[src/rtl/dlx_mailbox_pkg.sv]
// Register map, STATUS/CTRL bit positions and STATUS packing for the dlx_mailbox bus responder.
package dlx_mailbox_pkg;

  localparam logic [1:0] MBOX_TXDATA = 2'd0;
  localparam logic [1:0] MBOX_RXDATA = 2'd1;
  localparam logic [1:0] MBOX_STATUS = 2'd2;
  localparam logic [1:0] MBOX_CTRL   = 2'd3;

  localparam int STAT_TX_FULL  = 0;
  localparam int STAT_TX_EMPTY = 1;
  localparam int STAT_RX_FULL  = 2;
  localparam int STAT_RX_EMPTY = 3;
  localparam int STAT_TX_OVF   = 4;
  localparam int STAT_RX_UNF   = 5;
  localparam int STAT_TX_CNT   = 8;
  localparam int STAT_RX_CNT   = 16;

  localparam int CTRL_FLUSH_TX = 0;
  localparam int CTRL_FLUSH_RX = 1;
  localparam int CTRL_CLR_OVF  = 2;
  localparam int CTRL_CLR_UNF  = 3;

  function automatic logic [23:0] mbox_status(
    input logic       tx_full,
    input logic       tx_empty,
    input logic       rx_full,
    input logic       rx_empty,
    input logic       tx_ovf,
    input logic       rx_unf,
    input logic [7:0] tx_cnt,
    input logic [7:0] rx_cnt
  );
    logic [23:0] s;
    s = '0;
    s[STAT_TX_FULL]  = tx_full;
    s[STAT_TX_EMPTY] = tx_empty;
    s[STAT_RX_FULL]  = rx_full;
    s[STAT_RX_EMPTY] = rx_empty;
    s[STAT_TX_OVF]   = tx_ovf;
    s[STAT_RX_UNF]   = rx_unf;
    s[STAT_TX_CNT +: 8] = tx_cnt;
    s[STAT_RX_CNT +: 8] = rx_cnt;
    return s;
  endfunction

endpackage

[src/rtl/dlx_mailbox_fifo.sv]
// First-word-fall-through synchronous FIFO; push while full and pop while empty are ignored.
// Flush clears pointers and count and overrides any push/pop of the same cycle.
module sync_fifo #(
  parameter int DATA_WIDTH = 32,
  parameter int DEPTH_LOG2 = 3
) (
  input  logic                  clk,
  input  logic                  rst,
  input  logic                  push,
  input  logic [DATA_WIDTH-1:0] push_data,
  input  logic                  pop,
  input  logic                  flush,
  output logic [DATA_WIDTH-1:0] head,
  output logic                  full,
  output logic                  empty,
  output logic [DEPTH_LOG2:0]   count
);

  localparam int DEPTH = 1 << DEPTH_LOG2;
  localparam logic [DEPTH_LOG2:0] FULL_CNT = {1'b1, {DEPTH_LOG2{1'b0}}};

  logic [DATA_WIDTH-1:0] mem [DEPTH];
  logic [DEPTH_LOG2-1:0] wr_ptr;
  logic [DEPTH_LOG2-1:0] rd_ptr;
  logic                  do_push;
  logic                  do_pop;

  assign full    = (count == FULL_CNT);
  assign empty   = (count == '0);
  assign do_push = push && !full;
  assign do_pop  = pop && !empty;
  assign head    = mem[rd_ptr];

  always_ff @(posedge clk) begin
    if (rst || flush) begin
      wr_ptr <= '0;
      rd_ptr <= '0;
      count  <= '0;
    end else begin
      if (do_push) wr_ptr <= wr_ptr + 1'b1;
      if (do_pop)  rd_ptr <= rd_ptr + 1'b1;
      unique case ({do_push, do_pop})
        2'b10:   count <= count + 1'b1;
        2'b01:   count <= count - 1'b1;
        default: count <= count;
      endcase
    end
  end

  // Storage needs no reset: reads are qualified by count.
  always_ff @(posedge clk) begin
    if (do_push) mem[wr_ptr] <= push_data;
  end

endmodule

[src/rtl/dlx_mailbox.sv]
// CPU mailbox on the dlx data bus: TX FIFO drained by a valid/ready stream, RX FIFO filled by one.
// Bus decode, sticky error flags and the registered 1-cycle read path live here.
module dlx_mailbox
  import dlx_mailbox_pkg::*;
#(
  parameter int DATA_WIDTH = 32,
  parameter int DEPTH_LOG2 = 3
) (
  input  logic                  clk,
  input  logic                  rst,
  input  logic                  rd_ena,
  input  logic                  wr_ena,
  input  logic [1:0]            address,
  input  logic [DATA_WIDTH-1:0] wr_data,
  output logic [DATA_WIDTH-1:0] rd_data,
  output logic [DATA_WIDTH-1:0] tx_data,
  output logic                  tx_valid,
  input  logic                  tx_ready,
  input  logic [DATA_WIDTH-1:0] rx_data,
  input  logic                  rx_valid,
  output logic                  rx_ready
);

  logic                  tx_full, tx_empty, rx_full, rx_empty;
  logic [DEPTH_LOG2:0]   tx_count, rx_count;
  logic [DATA_WIDTH-1:0] rx_head;
  logic                  tx_ovf, rx_unf;
  logic                  tx_wr, ctrl_wr, rx_rd;
  logic                  tx_flush, rx_flush;
  logic [23:0]           status;

  assign tx_wr    = wr_ena && (address == MBOX_TXDATA);
  assign ctrl_wr  = wr_ena && (address == MBOX_CTRL);
  assign rx_rd    = rd_ena && (address == MBOX_RXDATA);
  assign tx_flush = ctrl_wr && wr_data[CTRL_FLUSH_TX];
  assign rx_flush = ctrl_wr && wr_data[CTRL_FLUSH_RX];

  assign tx_valid = !tx_empty;
  assign rx_ready = !rx_full;

  sync_fifo #(.DATA_WIDTH(DATA_WIDTH), .DEPTH_LOG2(DEPTH_LOG2)) u_tx_fifo (
    .clk       (clk),
    .rst       (rst),
    .push      (tx_wr),
    .push_data (wr_data),
    .pop       (tx_ready),
    .flush     (tx_flush),
    .head      (tx_data),
    .full      (tx_full),
    .empty     (tx_empty),
    .count     (tx_count)
  );

  sync_fifo #(.DATA_WIDTH(DATA_WIDTH), .DEPTH_LOG2(DEPTH_LOG2)) u_rx_fifo (
    .clk       (clk),
    .rst       (rst),
    .push      (rx_valid),
    .push_data (rx_data),
    .pop       (rx_rd),
    .flush     (rx_flush),
    .head      (rx_head),
    .full      (rx_full),
    .empty     (rx_empty),
    .count     (rx_count)
  );

  assign status = mbox_status(tx_full, tx_empty, rx_full, rx_empty, tx_ovf, rx_unf,
                              8'(tx_count), 8'(rx_count));

  // Set and clear come from different addresses, so they never collide.
  always_ff @(posedge clk) begin
    if (rst) begin
      tx_ovf <= 1'b0;
      rx_unf <= 1'b0;
    end else begin
      if (tx_wr && tx_full)
        tx_ovf <= 1'b1;
      else if (ctrl_wr && wr_data[CTRL_CLR_OVF])
        tx_ovf <= 1'b0;
      if (rx_rd && rx_empty)
        rx_unf <= 1'b1;
      else if (ctrl_wr && wr_data[CTRL_CLR_UNF])
        rx_unf <= 1'b0;
    end
  end

  always_ff @(posedge clk) begin
    if (rst) begin
      rd_data <= '0;
    end else if (rd_ena) begin
      unique case (address)
        MBOX_RXDATA: rd_data <= rx_empty ? '0 : rx_head;
        MBOX_STATUS: rd_data <= DATA_WIDTH'(status);
        default:     rd_data <= '0;
      endcase
    end
  end

endmodule

[config.mk]
export PLATFORM = sky130hd
export DESIGN_NAME = dlx_mailbox
export DESIGN_NICKNAME = d
export VERILOG_FILES = /design/src/rtl/dlx_mailbox_pkg.sv /design/src/rtl/dlx_mailbox_fifo.sv /design/src/rtl/dlx_mailbox.sv
export SDC_FILE = /design/constraint.sdc
export NUM_CORES = 1
export LEC_CHECK = 0
export ABC_CLOCK_PERIOD_IN_PS = 5300
export CAP_MARGIN = 20
export CORE_AREA = 10 10 236 238
export DETAILED_ROUTE_END_ITERATION = 10
export DIE_AREA = 0 0 246 248
export GPL_TIMING_DRIVEN = 1
export PLACE_DENSITY_LB_ADDON = 0.08
export RECOVER_POWER = 25
export SLEW_MARGIN = 20
export SYNTH_ARGS = -nofsm -noshare
export SYNTH_HDL_FRONTEND = slang
export SYNTH_SLANG_ARGS = --single-unit
[constraint.sdc]
create_clock -name clk -period 5.3 [get_ports clk]
set_input_delay 1.06 -clock clk [delete_from_list [all_inputs] [get_ports clk]]
set_output_delay 1.06 -clock clk [all_outputs]
set_load 0.05 [all_outputs]
==> insert_results.sql, run 1 <==
INSERT INTO impl_metrics (metric_group, metric, value, unit) VALUES
('outcome', 'run_status', 'finished, final reports clean', ''),
('clock_network', 'clock_path_buffers', '3', ''),
('cells_and_area', 'drive_gt1_share', '25.34', '%'),
('worst_setup_path', 'worst-endpoint-required', '4.24', 'ns'),
('worst_hold_path', 'worstHoldEndpoint', 'rd_data[23]$_SDFFE_PP0P_', ''),
('routing', 'ant_nets', '0', ''),
('synthesis', 'synth-compound-area-share', '3.085', '%'),
('global_route', 'grt_pass1_wl', '70170', 'um'),
('place', 'hpwl_detailed', '27050', 'um'),
('synthesis', 'yosysSeqAreaShare', '76.53', '%'),
('synthesis', 'netlist_area', '21660', 'um^2'),
('synthesis', 'synth_warnings', '0', ''),
('global_route', 'grt_util_met3', '3.042', '%'),
('timing', 'clock_skew', '0.01757', 'ns'),
('timing', 'fin_crit', '4.354', 'ns'),
('timing', 'maxSlewViolCount', '0', ''),
('place', 'gpl.final_weighted_congestion', '0.7334', ''),
('synthesis', 'synth.lib_cells_used.distinct', '44', ''),
('synthesis', 'main_combinational_cell_family_by_area_after_synthesis', 'multiplexers', ''),
('global_route', 'global_route.peak_usage_layer', 'met2', ''),
('cells_and_area', 'nNetsFinal', '1288', ''),
('clock_network', 'clock_sink_count', '572', ''),
('global_route', 'groute.usage.overall', '15.29', '%'),
('die', 'starting_density_of_the_core', '42.48', '%'),
('power', 'vdd_ir_drop_max', '0.2228', 'mV'),
('clock_network', 'clock_insertion_delay_worst_skew', '0.61', 'ns'),
('global_route', 'grt_max_degree', '65', ''),
('cells_and_area', 'area_growth_syn_to_layout', '19.47', '%'),
('timing', 'grt_setup_unrepaired', 'false', ''),
('worst_hold_path', 'hold_path.startpoint', 'rd_data[23]$_SDFFE_PP0P_', ''),
('routing', 'drt_iter0_markers', '720', ''),
('worst_setup_path', 'crit_arrival', '3.29', 'ns'),
('clock_network', 'htree_num_levels', '2', ''),
('routing', 'drt-pass1-iter-count', '5', ''),
('global_route', 'first_global_vias', '10920', ''),
('routing', 'drcViolationCount', '0', ''),
('worst_setup_path', 'crit-reg2reg-capture', 'u_rx_fifo.count[2]$_SDFFE_PP0P_', ''),
('power', 'powerDensity', '382.0', 'nW/um^2'),
('timing', 'final-hold-violation-count', '0', ''),
('worst_setup_path', 'worst_r2r_startpoint', 'u_rx_fifo.count[0]$_SDFFE_PP0P_', ''),
('die', 'die_h', '248', 'um'),
('global_route', 'grt_use_met2', '25.90', '%'),
('synthesis', 'post_synth.cell_area_avg', '21.21', 'um^2'),
('clock_network', 'tritoncts', 'built', ''),
('worst_setup_path', 'crit_fanout', '43', ''),
('routing', 'postRouteWirelength', '45950', 'um'),
('cells_and_area', 'final_cell_area', '25880', 'um^2'),
('clock_network', 'number_of_buffers_created_by_cts', '59', ''),
('timing', 'worst_slew_margin_relative_to_its_limit', '35.59', '%'),
('routing', 'post_drt_wl_per_cell', '23.79', 'um'),
('timing', 'worst_slew_pin_slew', '0.9662', 'ns'),
('clock_network', 'post_cts_hold_buffer_count', '0', ''),
('clock_network', 'clkSlewWorstSetupHoldPaths', '0.06', 'ns'),
('die', 'die_area', '61010', 'um^2'),
('timing', 'setup_viol_count_final', '0', ''),
('worst_hold_path', 'worstHoldPathCells', '2', ''),
('worst_setup_path', 'crit_slowest_cell', 'sky130_fd_sc_hd__clkdlybuf4s50_1', ''),
('worst_setup_path', 'critical_path_class', 'flip-flop to output port', ''),
('worst_setup_path', 'timing.critical_path.from_type', 'flip-flop', ''),
('global_route', 'global_route.usage.met1', '19.51', '%'),
('worst_setup_path', 'ff_to_ff_setup_slack', '2.51', 'ns'),
('die', 'floorplan_row_count', '83', ''),
('clock_network', 'cts-resized-gates', '0', ''),
('synthesis', 'synth_xor_xnor_area_share', '0.5257', '%'),
('job', 'drv.max_cap_violation_count', '0', ''),
('synthesis', 'synthDominantCellAreaShare', '70.98', '%'),
('worst_setup_path', 'timing.critical_path.cells', 'buf_12 -> mux4_2 -> mux2_2 -> clkdlybuf4s50_1', ''),
('power', 'cellLeakagePower', '8.092', 'nW'),
('routing', 'viasPerCell', '5.237', ''),
('routing', 'detailroute.via_count', '10110', ''),
('place', 'io_buffer_count', '137', '');
==> cell type report <==
class	instances	area, um^2
clock buffers	104	1798
repair buffers	168	1629
clock inverters	6	51.30
fillers	4149	25110
inverters	6	22.52
multi-input cells	395	4938
well taps	680	850.8
flip-flops and latches	572	16590
==> routing by layer <==
layer,vias to the layer above,routed length (um)
met5,-,62
met4,10,995
met3,66,2129
met2,208,23310
met1,5248,19450
li1,4581,-
==> how the worst max path moves through the flow <==
stage / start / endpoint / cells after the start
6_report: flip-flop / tx_data[5] / 4
3_3_place_gp: address[0] / u_tx_fifo.mem[4][19]$_DFFE_PP_ / 8
5_1_grt: flip-flop / tx_data[3] / 4
2_1_floorplan: rx_valid / u_rx_fifo.mem[0][0]$_DFFE_PP_ / 2
4_1_cts: flip-flop / tx_data[3] / 4
3_5_place_dp: address[0] / u_tx_fifo.mem[4][19]$_DFFE_PP_ / 8
==> logic make-up after synthesis <==
kind of cell	Yosys count
AO/OA/AOI/OAI	85
adder cells (fa/ha/maj)	14
AND/OR/NAND/NOR	120
multiplexers	163
XOR/XNOR	13
flip-flops	572
buffers and inverters	54
==> worst max-delay path, delay by kind of cell, from the launching register on <==
kind | cells | cell delay [ns]
buf+inv | 2 | 1.08
mux | 2 | 0.88
flops | 1 | 0.65
==> stage by stage <==
stage | utilization [%] | setup WS, ns | hold WS [ns] | instances
finish | 50.75 | 0.9456 | 0.4371 | 1931
global route | 50.75 | 0.7477 | 0.4600 | 1931
CTS | 50.75 | 0.8385 | 0.4396 | 1931
detailed placement | 47.12 | 1.403 | 0.4316 | 1821
global placement | 47.12 | 1.448 | 0.4260 | 1821
floorplan | - | 0.5605 | 0.4360 | 1021
==> sequential cells by signal, indices dropped and copies added (netlist names), named ones only <==
signal and count:
tx_ovf 1, u_tx_fifo.wr_ptr 3, u_rx_fifo.mem 256, u_tx_fifo.count 4, u_rx_fifo.wr_ptr 3, u_tx_fifo.rd_ptr 3, u_rx_fifo.rd_ptr 3, u_rx_fifo.count 4
rd_data 32, rx_unf 1, u_tx_fifo.mem 256
==> synthesized netlist by cell type (all sizes together) <==
cell type  number
a22oi          43
nand3b          1
and4            1
mux2i           2
inv             6
nor2b           1
and3            1
nor2           27
or3             2
dfxtp          60
a21oi          13
a32oi           1
nor4            2
nor3b           3
a21o            2
or2             1
xnor2           3
mux4          128
ha             14
nand2          51
nand2b          5
edfxtp        512
a31o            2
or4             1
mux2           33
clkbuf         24
a2bb2oi         3
nor3            9
buf            24
xor2           10
nand4b          1
o21ai          19
nand3          11
or4b            3
a211o           2
==> where the power goes <==
part	internal (mW)	switching [mW]
sequential	4.99	0.0670
combinational	0.403	0.499
clock	2.32	1.61
==> placed cells by master (no fill, tap or decap), types with 2 or more instances in the layout <==
| master | count |
|---|---|
| sky130_fd_sc_hd__a211o_1 | 2 |
| sky130_fd_sc_hd__a21o_1 | 2 |
| sky130_fd_sc_hd__a21oi_1 | 13 |
| sky130_fd_sc_hd__a22oi_1 | 23 |
| sky130_fd_sc_hd__a22oi_2 | 20 |
| sky130_fd_sc_hd__a2bb2oi_1 | 3 |
| sky130_fd_sc_hd__a31o_2 | 2 |
| sky130_fd_sc_hd__buf_12 | 2 |
| sky130_fd_sc_hd__buf_4 | 29 |
| sky130_fd_sc_hd__clkbuf_1 | 32 |
| sky130_fd_sc_hd__clkbuf_16 | 61 |
| sky130_fd_sc_hd__clkbuf_8 | 11 |
| sky130_fd_sc_hd__clkdlybuf4s50_1 | 98 |
| sky130_fd_sc_hd__clkinv_1 | 3 |
| sky130_fd_sc_hd__clkinv_2 | 2 |
| sky130_fd_sc_hd__dfxtp_1 | 55 |
| sky130_fd_sc_hd__dfxtp_2 | 3 |
| sky130_fd_sc_hd__dfxtp_4 | 2 |
| sky130_fd_sc_hd__dlygate4sd3_1 | 39 |
| sky130_fd_sc_hd__edfxtp_1 | 512 |
| sky130_fd_sc_hd__ha_1 | 14 |
| sky130_fd_sc_hd__inv_1 | 6 |
| sky130_fd_sc_hd__mux2_2 | 33 |
| sky130_fd_sc_hd__mux2i_1 | 2 |
| sky130_fd_sc_hd__mux4_2 | 128 |
| sky130_fd_sc_hd__nand2_1 | 50 |
| sky130_fd_sc_hd__nand2b_1 | 5 |
| sky130_fd_sc_hd__nand3_1 | 11 |
| sky130_fd_sc_hd__nor2_1 | 18 |
| sky130_fd_sc_hd__nor2_4 | 9 |
| sky130_fd_sc_hd__nor3_2 | 7 |
| sky130_fd_sc_hd__o21ai_0 | 16 |
| sky130_fd_sc_hd__o21ai_1 | 3 |
| sky130_fd_sc_hd__or3_1 | 2 |
| sky130_fd_sc_hd__or4b_1 | 3 |
| sky130_fd_sc_hd__xnor2_1 | 3 |
| sky130_fd_sc_hd__xor2_1 | 10 |
No activity file was read; power rests on OpenSTA's default activity.
==> inputs of run 2 (changes only) <==
- ABC_CLOCK_PERIOD_IN_PS: 5300 -> 4460
- clock period: 5.3 -> 4.46 ns (I/O delays scaled with it)
==> insert_results.sql, run 2 (same netlist as run 1, synthesis figures left out) <==
INSERT INTO impl_metrics (metric_group, metric, value, unit) VALUES
('outcome', 'run_status', 'finished, final reports clean', ''),
('clock_network', 'clkSlewWorstSetupHoldPaths', '0.06', 'ns'),
('die', 'starting_density_of_the_core', '42.48', '%'),
('cells_and_area', 'nFillCells', '4102', ''),
('die', 'die_h', '248', 'um'),
('place', 'hpwl_detailed', '25830', 'um'),
('power', 'powerDensity', '463.5', 'nW/um^2'),
('routing', 'drt_iter0_markers', '695', ''),
('clock_network', 'htree_num_levels', '2', ''),
('worst_setup_path', 'crit-reg2reg-capture', 'u_rx_fifo.count[2]$_SDFFE_PP0P_', ''),
('worst_setup_path', 'worst-endpoint-required', '3.57', 'ns'),
('worst_hold_path', 'worstHoldEndpoint', 'rd_data[21]$_SDFFE_PP0P_', ''),
('clock_network', 'clock_sink_count', '572', ''),
('cells_and_area', 'reg_top3', 'u_rx_fifo.mem: 256 flops, u_tx_fifo.mem: 256 flops, rd_data: 32 flops', ''),
('timing', 'final.setup.worst_slack', '0.3981', 'ns'),
('global_route', 'grt_max_degree', '44', ''),
('worst_setup_path', 'timing.critical_path.to_type', 'output port', ''),
('timing', 'final-hold-violation-count', '0', ''),
('timing', 'fin_tns_setup', '0', 'ns'),
('routing', 'post_drt_wl_per_cell', '23.70', 'um'),
('cells_and_area', 'layout.cells.most_common_list', 'sky130_fd_sc_hd__edfxtp_1 (512), sky130_fd_sc_hd__mux4_2 (128), sky130_fd_sc_hd__clkdlybuf4s50_1 (99)', ''),
('place', 'placedCellCount', '1825', ''),
('clock_network', 'clock_insertion_delay_worst_skew', '0.60', 'ns'),
('timing', 'clock_skew', '0.01205', 'ns'),
('timing', 'worst_slew_pin_slew', '0.7662', 'ns'),
('place', 'gpl.final_weighted_congestion', '0.7301', ''),
('die', 'core_area', '50990', 'um^2'),
('clock_network', 'postCtsSetupRepairBufs', '0', ''),
('cells_and_area', 'post_layout_nonfiller_instances', '1936', ''),
('cells_and_area', 'drive_gt1_share', '26.63', '%'),
('routing', 'postRouteWirelength', '45890', 'um'),
('worst_setup_path', 'crit_arrival', '3.17', 'ns'),
('clock_network', 'cts-resized-gates', '0', ''),
('cells_and_area', 'nNetsFinal', '1292', ''),
('timing', 'grt_setup_unrepaired', 'false', ''),
('worst_setup_path', 'crit_slowest_cell', 'sky130_fd_sc_hd__dfxtp_4', ''),
('cells_and_area', 'area_growth_syn_to_layout', '20.59', '%'),
('die', 'die_area', '61010', 'um^2'),
('worst_setup_path', 'critical_path_class', 'flip-flop to output port', ''),
('worst_hold_path', 'min-delay-path-class', 'flip-flop to flip-flop', ''),
('job', 'drv.max_cap_violation_count', '0', ''),
('cells_and_area', 'seqCellArea', '16590', 'um^2'),
('cells_and_area', 'multi_input_comb_area', '4947', 'um^2'),
('routing', 'detailroute.via_count', '10230', ''),
('worst_setup_path', 'cpPeakStageDelay', '0.73', 'ns'),
('worst_setup_path', 'timing.critical_path.cells', 'buf_4 -> mux4_2 -> mux2_2 -> clkdlybuf4s50_1', ''),
('timing', 'maxClockFrequency', '246.2', 'MHz'),
('place', 'io_buffer_count', '137', ''),
('timing', 'period_share', '91.07', '%'),
('global_route', 'grt_antenna_before_repair', '7', ''),
('clock_network', 'tritoncts', 'built', ''),
('timing', 'maxSlewViolCount', '0', ''),
('routing', 'viasPerCell', '5.286', ''),
('global_route', 'groute.usage.overall', '15.16', '%'),
('die', 'floorplan_row_count', '83', ''),
('worst_setup_path', 'worst_r2r_startpoint', 'u_rx_fifo.count[0]$_SDFFE_PP0P_', ''),
('worst_setup_path', 'r2r_cells', '9', ''),
('routing', 'drt-pass1-iter-count', '4', ''),
('timing', 'setup_viol_count_final', '0', ''),
('global_route', 'grt_pass1_wl', '69470', 'um'),
('cells_and_area', 'mostFrequentLayoutCell', 'sky130_fd_sc_hd__edfxtp_1', ''),
('die', 'floorplan.io_pins', '138', ''),
('worst_hold_path', 'hold_path.startpoint', 'rd_data[21]$_SDFFE_PP0P_', ''),
('routing', 'drcViolationCount', '0', ''),
('timing', 'fin_crit', '4.062', 'ns'),
('timing', 'fin_worst_hold_slack', '0.4342', 'ns'),
('global_route', 'first_global_vias', '10720', ''),
('clock_network', 'number_of_buffers_created_by_cts', '59', ''),
('worst_setup_path', 'crit_fanout', '26', ''),
('power', 'vdd_ir_drop_max', '0.3317', 'mV'),
('routing', 'ant_nets', '0', ''),
('place', 'placement.setup.worst_slack', '0.9209', 'ns'),
('timing', 'worst_slew_margin_relative_to_its_limit', '48.54', '%'),
('die', 'chipWidth', '246', 'um'),
('clock_network', 'clock-root-buffer', 'sky130_fd_sc_hd__clkbuf_16', ''),
('worst_hold_path', 'worstHoldPathCells', '2', ''),
('power', 'cellLeakagePower', '8.212', 'nW'),
('worst_setup_path', 'ff_to_ff_setup_slack', '1.64', 'ns'),
('global_route', 'grt_overflow', '0', ''),
('worst_setup_path', 'timing.critical_path.from_type', 'flip-flop', ''),
('clock_network', 'post_cts_hold_buffer_count', '0', ''),
('clock_network', 'clock_path_buffers', '3', '');
-- run 2: cell count changes in the layout (fill, tap and decap cells not counted) --
cell	delta
sky130_fd_sc_hd__clkbuf_1	-20
sky130_fd_sc_hd__clkinv_2	+9
sky130_fd_sc_hd__bufinv_16	+7
sky130_fd_sc_hd__clkinv_1	+6
sky130_fd_sc_hd__clkbuf_8	-5
sky130_fd_sc_hd__buf_12	+4
sky130_fd_sc_hd__clkinvlp_4	+2
sky130_fd_sc_hd__diode_2	+2
sky130_fd_sc_hd__clkdlybuf4s50_1	+1
sky130_fd_sc_hd__dlygate4sd3_1	-1
sky130_fd_sc_hd__nor4_2	-1
sky130_fd_sc_hd__nor4_4	+1
-- run 2: worst max-delay path by stage --
| stage | start | to | slack, ns | cells after the start |
|---|---|---|---|---|
| global route | flip-flop | tx_data[25] | 0.22 | 4 |
| floorplan | address[0] | u_tx_fifo.mem[0][0]$_DFFE_PP_ | 0.26 | 6 |
| CTS | flip-flop | tx_data[25] | 0.29 | 4 |
| detailed placement | address[0] | u_tx_fifo.count[2]$_SDFFE_PP0P_ | 0.92 | 13 |
| finish | flip-flop | tx_data[25] | 0.40 | 4 |
| global placement | flip-flop | tx_data[25] | 0.96 | 4 |
-- run 2: worst max-delay path: cells and delay by family (launching register included) --
| kind | cells | cell delay, ns |
|---|---|---|
| buf+inv | 2 | 1.03 |
| mux | 2 | 0.80 |
| flops | 1 | 0.73 |
-- run 2: routing by layer --
layer	track usage, %	share of wire (%)
met5	0	0.092
met4	3.921	1.7
met2	25.99	51
met1	19.42	43
met3	3.085	4.5
-- run 2: final cells by class --
cell class / count / share of cell area, %
inverter: 6 / 0.08622
tap: 680 / 3.257
sequential: 572 / 63.50
antenna: 2 / 0.01916
timing repair buffer: 172 / 6.543
multi-input combinational: 395 / 18.94
clock buffer: 79 / 6.333
clock inverter: 30 / 1.317
-- run 2: report_power, final --
group | switching, mW | internal (mW) | total, mW | leakage, nW
combinational | 0.581 | 0.490 | 1.07 | 2.11
clock | 1.97 | 3.04 | 5.01 | 0.980
sequential | 0.0909 | 5.93 | 6.02 | 5.12
-- run 2: per-stage QoR --
step                      util, %  cell area (um^2)  power [mW]
after detailed placement    47.30             24120       7.238
after global placement      47.30             24120       7.230
after global routing        51.22             26120       12.56
after floorplan                 -             21670       6.833
after CTS                   51.22             26120       12.28
final                       51.23             26120       12.11
==> inputs of run 3 (changes only) <==
- ABC_AREA: not set -> 1
- CORE_AREA: 10 10 236 238 -> 10 10 237 239
- DIE_AREA: 0 0 246 248 -> 0 0 247 249
- HOLD_SLACK_MARGIN: not set -> 0.03
==> insert_results.sql, run 3 <==
INSERT INTO impl_metrics (metric_group, metric, value, unit) VALUES
('die', 'chipWidth', '247', 'um'),
('synthesis', 'synth-edff-count', '512', ''),
('synthesis', 'post_synth.cell_area_avg', '11.82', 'um^2'),
('synthesis', 'netlist_area', '22880', 'um^2'),
('synthesis', 'synth_commonest_cells', 'sky130_fd_sc_hd__edfxtp_1 (512), sky130_fd_sc_hd__nand2_1 (356), sky130_fd_sc_hd__nor2_1 (326)', ''),
('timing', 'maxClockFrequency', '244.5', 'MHz'),
('worst_hold_path', 'min-delay-path-class', 'flip-flop to flip-flop', ''),
('job', 'drv.max_cap_violation_count', '0', ''),
('synthesis', 'postSynthRegisterBits', '572', ''),
('die', 'core_area', '51200', 'um^2'),
('routing', 'post_drt_wl_per_cell', '19.59', 'um'),
('routing', 'drt-pass1-iter-count', '5', ''),
('worst_setup_path', 'crit-reg2reg-capture', 'rd_data[3]$_SDFFE_PP0P_', ''),
('worst_setup_path', 'r2r_cells', '9', ''),
('cells_and_area', 'mostFrequentLayoutCell', 'sky130_fd_sc_hd__edfxtp_1', ''),
('timing', 'maxSlewViolCount', '0', ''),
('cells_and_area', 'multi_input_comb_area', '5434', 'um^2'),
('routing', 'detailroute.via_count', '14560', ''),
('synthesis', 'yosysMostFrequentCell', 'sky130_fd_sc_hd__edfxtp_1', ''),
('routing', 'ant_nets', '0', ''),
('clock_network', 'clock_sink_count', '572', ''),
('clock_network', 'postCtsSetupRepairBufs', '0', ''),
('routing', 'drt_iter0_markers', '973', ''),
('synthesis', 'synth_warnings', '0', ''),
('worst_setup_path', 'timing.critical_path.to_type', 'output port', ''),
('place', 'hpwl_detailed', '31370', 'um'),
('die', 'floorplan_row_count', '83', ''),
('timing', 'clock_skew', '0.01519', 'ns'),
('die', 'floorplan.io_pins', '138', ''),
('clock_network', 'htree_num_levels', '2', ''),
('place', 'io_buffer_count', '137', ''),
('worst_setup_path', 'crit_arrival', '3.20', 'ns'),
('timing', 'grt_setup_unrepaired', 'false', ''),
('synthesis', 'ys_top_cells_by_area', 'sky130_fd_sc_hd__edfxtp_1 (67%), sky130_fd_sc_hd__nand2_1 (5.8%), sky130_fd_sc_hd__nor2_1 (5.3%)', ''),
('clock_network', 'clkSlewWorstSetupHoldPaths', '0.06', 'ns'),
('global_route', 'groute.usage.overall', '17.57', '%'),
('cells_and_area', 'seqCellArea', '16590', 'um^2'),
('cells_and_area', 'layout.cells.most_common_list', 'sky130_fd_sc_hd__edfxtp_1 (512), sky130_fd_sc_hd__nand2_1 (356), sky130_fd_sc_hd__nor2_1 (310)', ''),
('cells_and_area', 'nNetsFinal', '2149', ''),
('routing', 'viasPerCell', '5.209', ''),
('worst_setup_path', 'ff_to_ff_setup_slack', '1.68', 'ns'),
('global_route', 'grt_overflow', '0', ''),
('cells_and_area', 'area_growth_syn_to_layout', '17.66', '%'),
('synthesis', 'yosysSeqAreaShare', '72.45', '%'),
('synthesis', 'synthFlopType', 'sky130_fd_sc_hd__edfxtp_1', ''),
('global_route', 'grt_max_degree', '129', ''),
('power', 'vdd_ir_drop_max', '0.3139', 'mV'),
('power', 'powerDensity', '485.8', 'nW/um^2'),
('global_route', 'first_global_vias', '14600', ''),
('place', 'placedCellCount', '2682', ''),
('routing', 'dr.max_layer_used', 'met5', ''),
('die', 'die_h', '249', 'um'),
('die', 'starting_density_of_the_core', '44.69', '%'),
('worst_setup_path', 'worst-endpoint-required', '3.57', 'ns'),
('routing', 'met2_length', '28310', 'um'),
('worst_setup_path', 'critical_path.endpoint', 'tx_data[1]', ''),
('clock_network', 'tritoncts', 'built', ''),
('clock_network', 'number_of_buffers_created_by_cts', '59', ''),
('clock_network', 'clock-root-buffer', 'sky130_fd_sc_hd__clkbuf_16', ''),
('cells_and_area', 'reg_top3', 'u_rx_fifo.mem: 256 flops, u_tx_fifo.mem: 256 flops, rd_data: 32 flops', ''),
('clock_network', 'clock_path_buffers', '3', ''),
('timing', 'fin_tns_setup', '0', 'ns'),
('outcome', 'run_status', 'finished, final reports clean', ''),
('timing', 'fin_crit', '4.090', 'ns'),
('clock_network', 'post_cts_hold_buffer_count', '0', ''),
('global_route', 'grt_pass1_wl', '84670', 'um'),
('cells_and_area', 'post_layout_nonfiller_instances', '2795', ''),
('timing', 'period_share', '91.69', '%'),
('clock_network', 'clock_insertion_delay_worst_skew', '0.61', 'ns'),
('routing', 'met3_length', '2545', 'um'),
('power', 'cellLeakagePower', '9.537', 'nW'),
('worst_setup_path', 'timing.critical_path.from_type', 'flip-flop', ''),
('cells_and_area', 'drive_gt1_share', '7.667', '%'),
('synthesis', 'synthesis.instances', '1936', ''),
('routing', 'drcViolationCount', '0', ''),
('routing', 'postRouteWirelength', '54750', 'um'),
('timing', 'setup_viol_count_final', '0', ''),
('synthesis', 'synthDominantCellAreaShare', '67.20', '%'),
('timing', 'worst_slew_pin_slew', '1.045', 'ns'),
('synthesis', 'synth.net_count', '2022', ''),
('die', 'die_area', '61500', 'um^2'),
('clock_network', 'cts-resized-gates', '0', ''),
('synthesis', 'async_flop_share', '0', '%'),
('worst_setup_path', 'critical_path_class', 'flip-flop to output port', ''),
('routing', 'wl_met1', '22660', 'um'),
('worst_setup_path', 'crit_fanout', '71', ''),
('timing', 'worst_slew_margin_relative_to_its_limit', '30.35', '%'),
('cells_and_area', 'nFillCells', '4418', ''),
('timing', 'final-hold-violation-count', '0', ''),
('global_route', 'grt_antenna_before_repair', '6', ''),
('worst_hold_path', 'worstHoldPathCells', '2', ''),
('synthesis', 'netlist.top_cell.by_area', 'sky130_fd_sc_hd__edfxtp_1', ''),
('place', 'gpl.final_weighted_congestion', '0.7586', ''),
('synthesis', 'synth.lib_cells_used.distinct', '30', '');
[run 3: metal layers]
metal,GRT usage (%),vias up
li1,-,7036
met1,21.31,7145
met2,31.20,292
met3,3.063,81
met4,5.190,4
met5,0,-
[run 3: area by class of cell]
type                    instances  share of cell area, %
clock inverters                45                  1.297
repair buffers                176                  6.349
inverters                     122                  1.710
well taps                     680                  3.161
flip-flops and latches        572                  61.62
multi-input cells            1132                  20.19
diodes                          2                0.01859
clock buffers                  66                  5.657
[run 3: worst min path at each step]
stage                          endpoint  slack, ns                             start
3_3_place_gp   rd_data[29]$_SDFFE_PP0P_       0.45          rd_data[29]$_SDFFE_PP0P_
5_1_grt        rd_data[26]$_SDFFE_PP0P_       0.48          rd_data[26]$_SDFFE_PP0P_
6_report       rd_data[31]$_SDFFE_PP0P_       0.46          rd_data[31]$_SDFFE_PP0P_
2_1_floorplan                 flip-flop       0.44  u_rx_fifo.rd_ptr[2]$_SDFFE_PP0P_
3_5_place_dp   rd_data[31]$_SDFFE_PP0P_       0.46          rd_data[31]$_SDFFE_PP0P_
4_1_cts        rd_data[31]$_SDFFE_PP0P_       0.46          rd_data[31]$_SDFFE_PP0P_
[run 3: cells by family after synthesis]
logic type / count (synthesis) / share of synthesized area [%]
AND/OR/NAND/NOR: 810 / 14.15
flip-flops: 572 / 72.45
AO/OA/AOI/OAI: 300 / 8.001
buffers and inverters: 232 / 4.320
adder cells (fa/ha/maj): 14 / 0.7657
XOR/XNOR: 8 / 0.3063
[run 3: through the flow]
stage / area [um^2] / setup slack [ns] / hold WS [ns] / utilization, % / power (mW)
floorplan: 22880 / 0.9926 / 0.4359 / - / 7.705
global placement: 25040 / 1.040 / 0.4545 / 48.91 / 8.453
detailed placement: 25040 / 0.9783 / 0.4551 / 48.91 / 8.475
CTS: 26910 / 0.3184 / 0.4645 / 52.57 / 13.22
global route: 26910 / 0.1652 / 0.4811 / 52.57 / 13.62
finish: 26920 / 0.3704 / 0.4630 / 52.58 / 13.08
[run 3: power breakdown]
group | internal (mW) | switching (mW)
combinational | 0.730 | 1.55
sequential | 5.96 | 0.0862
clock | 2.73 | 2.02
[run 3: worst max-delay path: stages (launching register included)]
cell                              delay (ns)
sky130_fd_sc_hd__dfxtp_4                0.82
sky130_fd_sc_hd__buf_4                  0.42
sky130_fd_sc_hd__o21ai_0                0.15
sky130_fd_sc_hd__o32ai_1                0.14
sky130_fd_sc_hd__nand2_1                0.08
sky130_fd_sc_hd__nand2_1                0.13
sky130_fd_sc_hd__clkdlybuf4s50_1        0.82
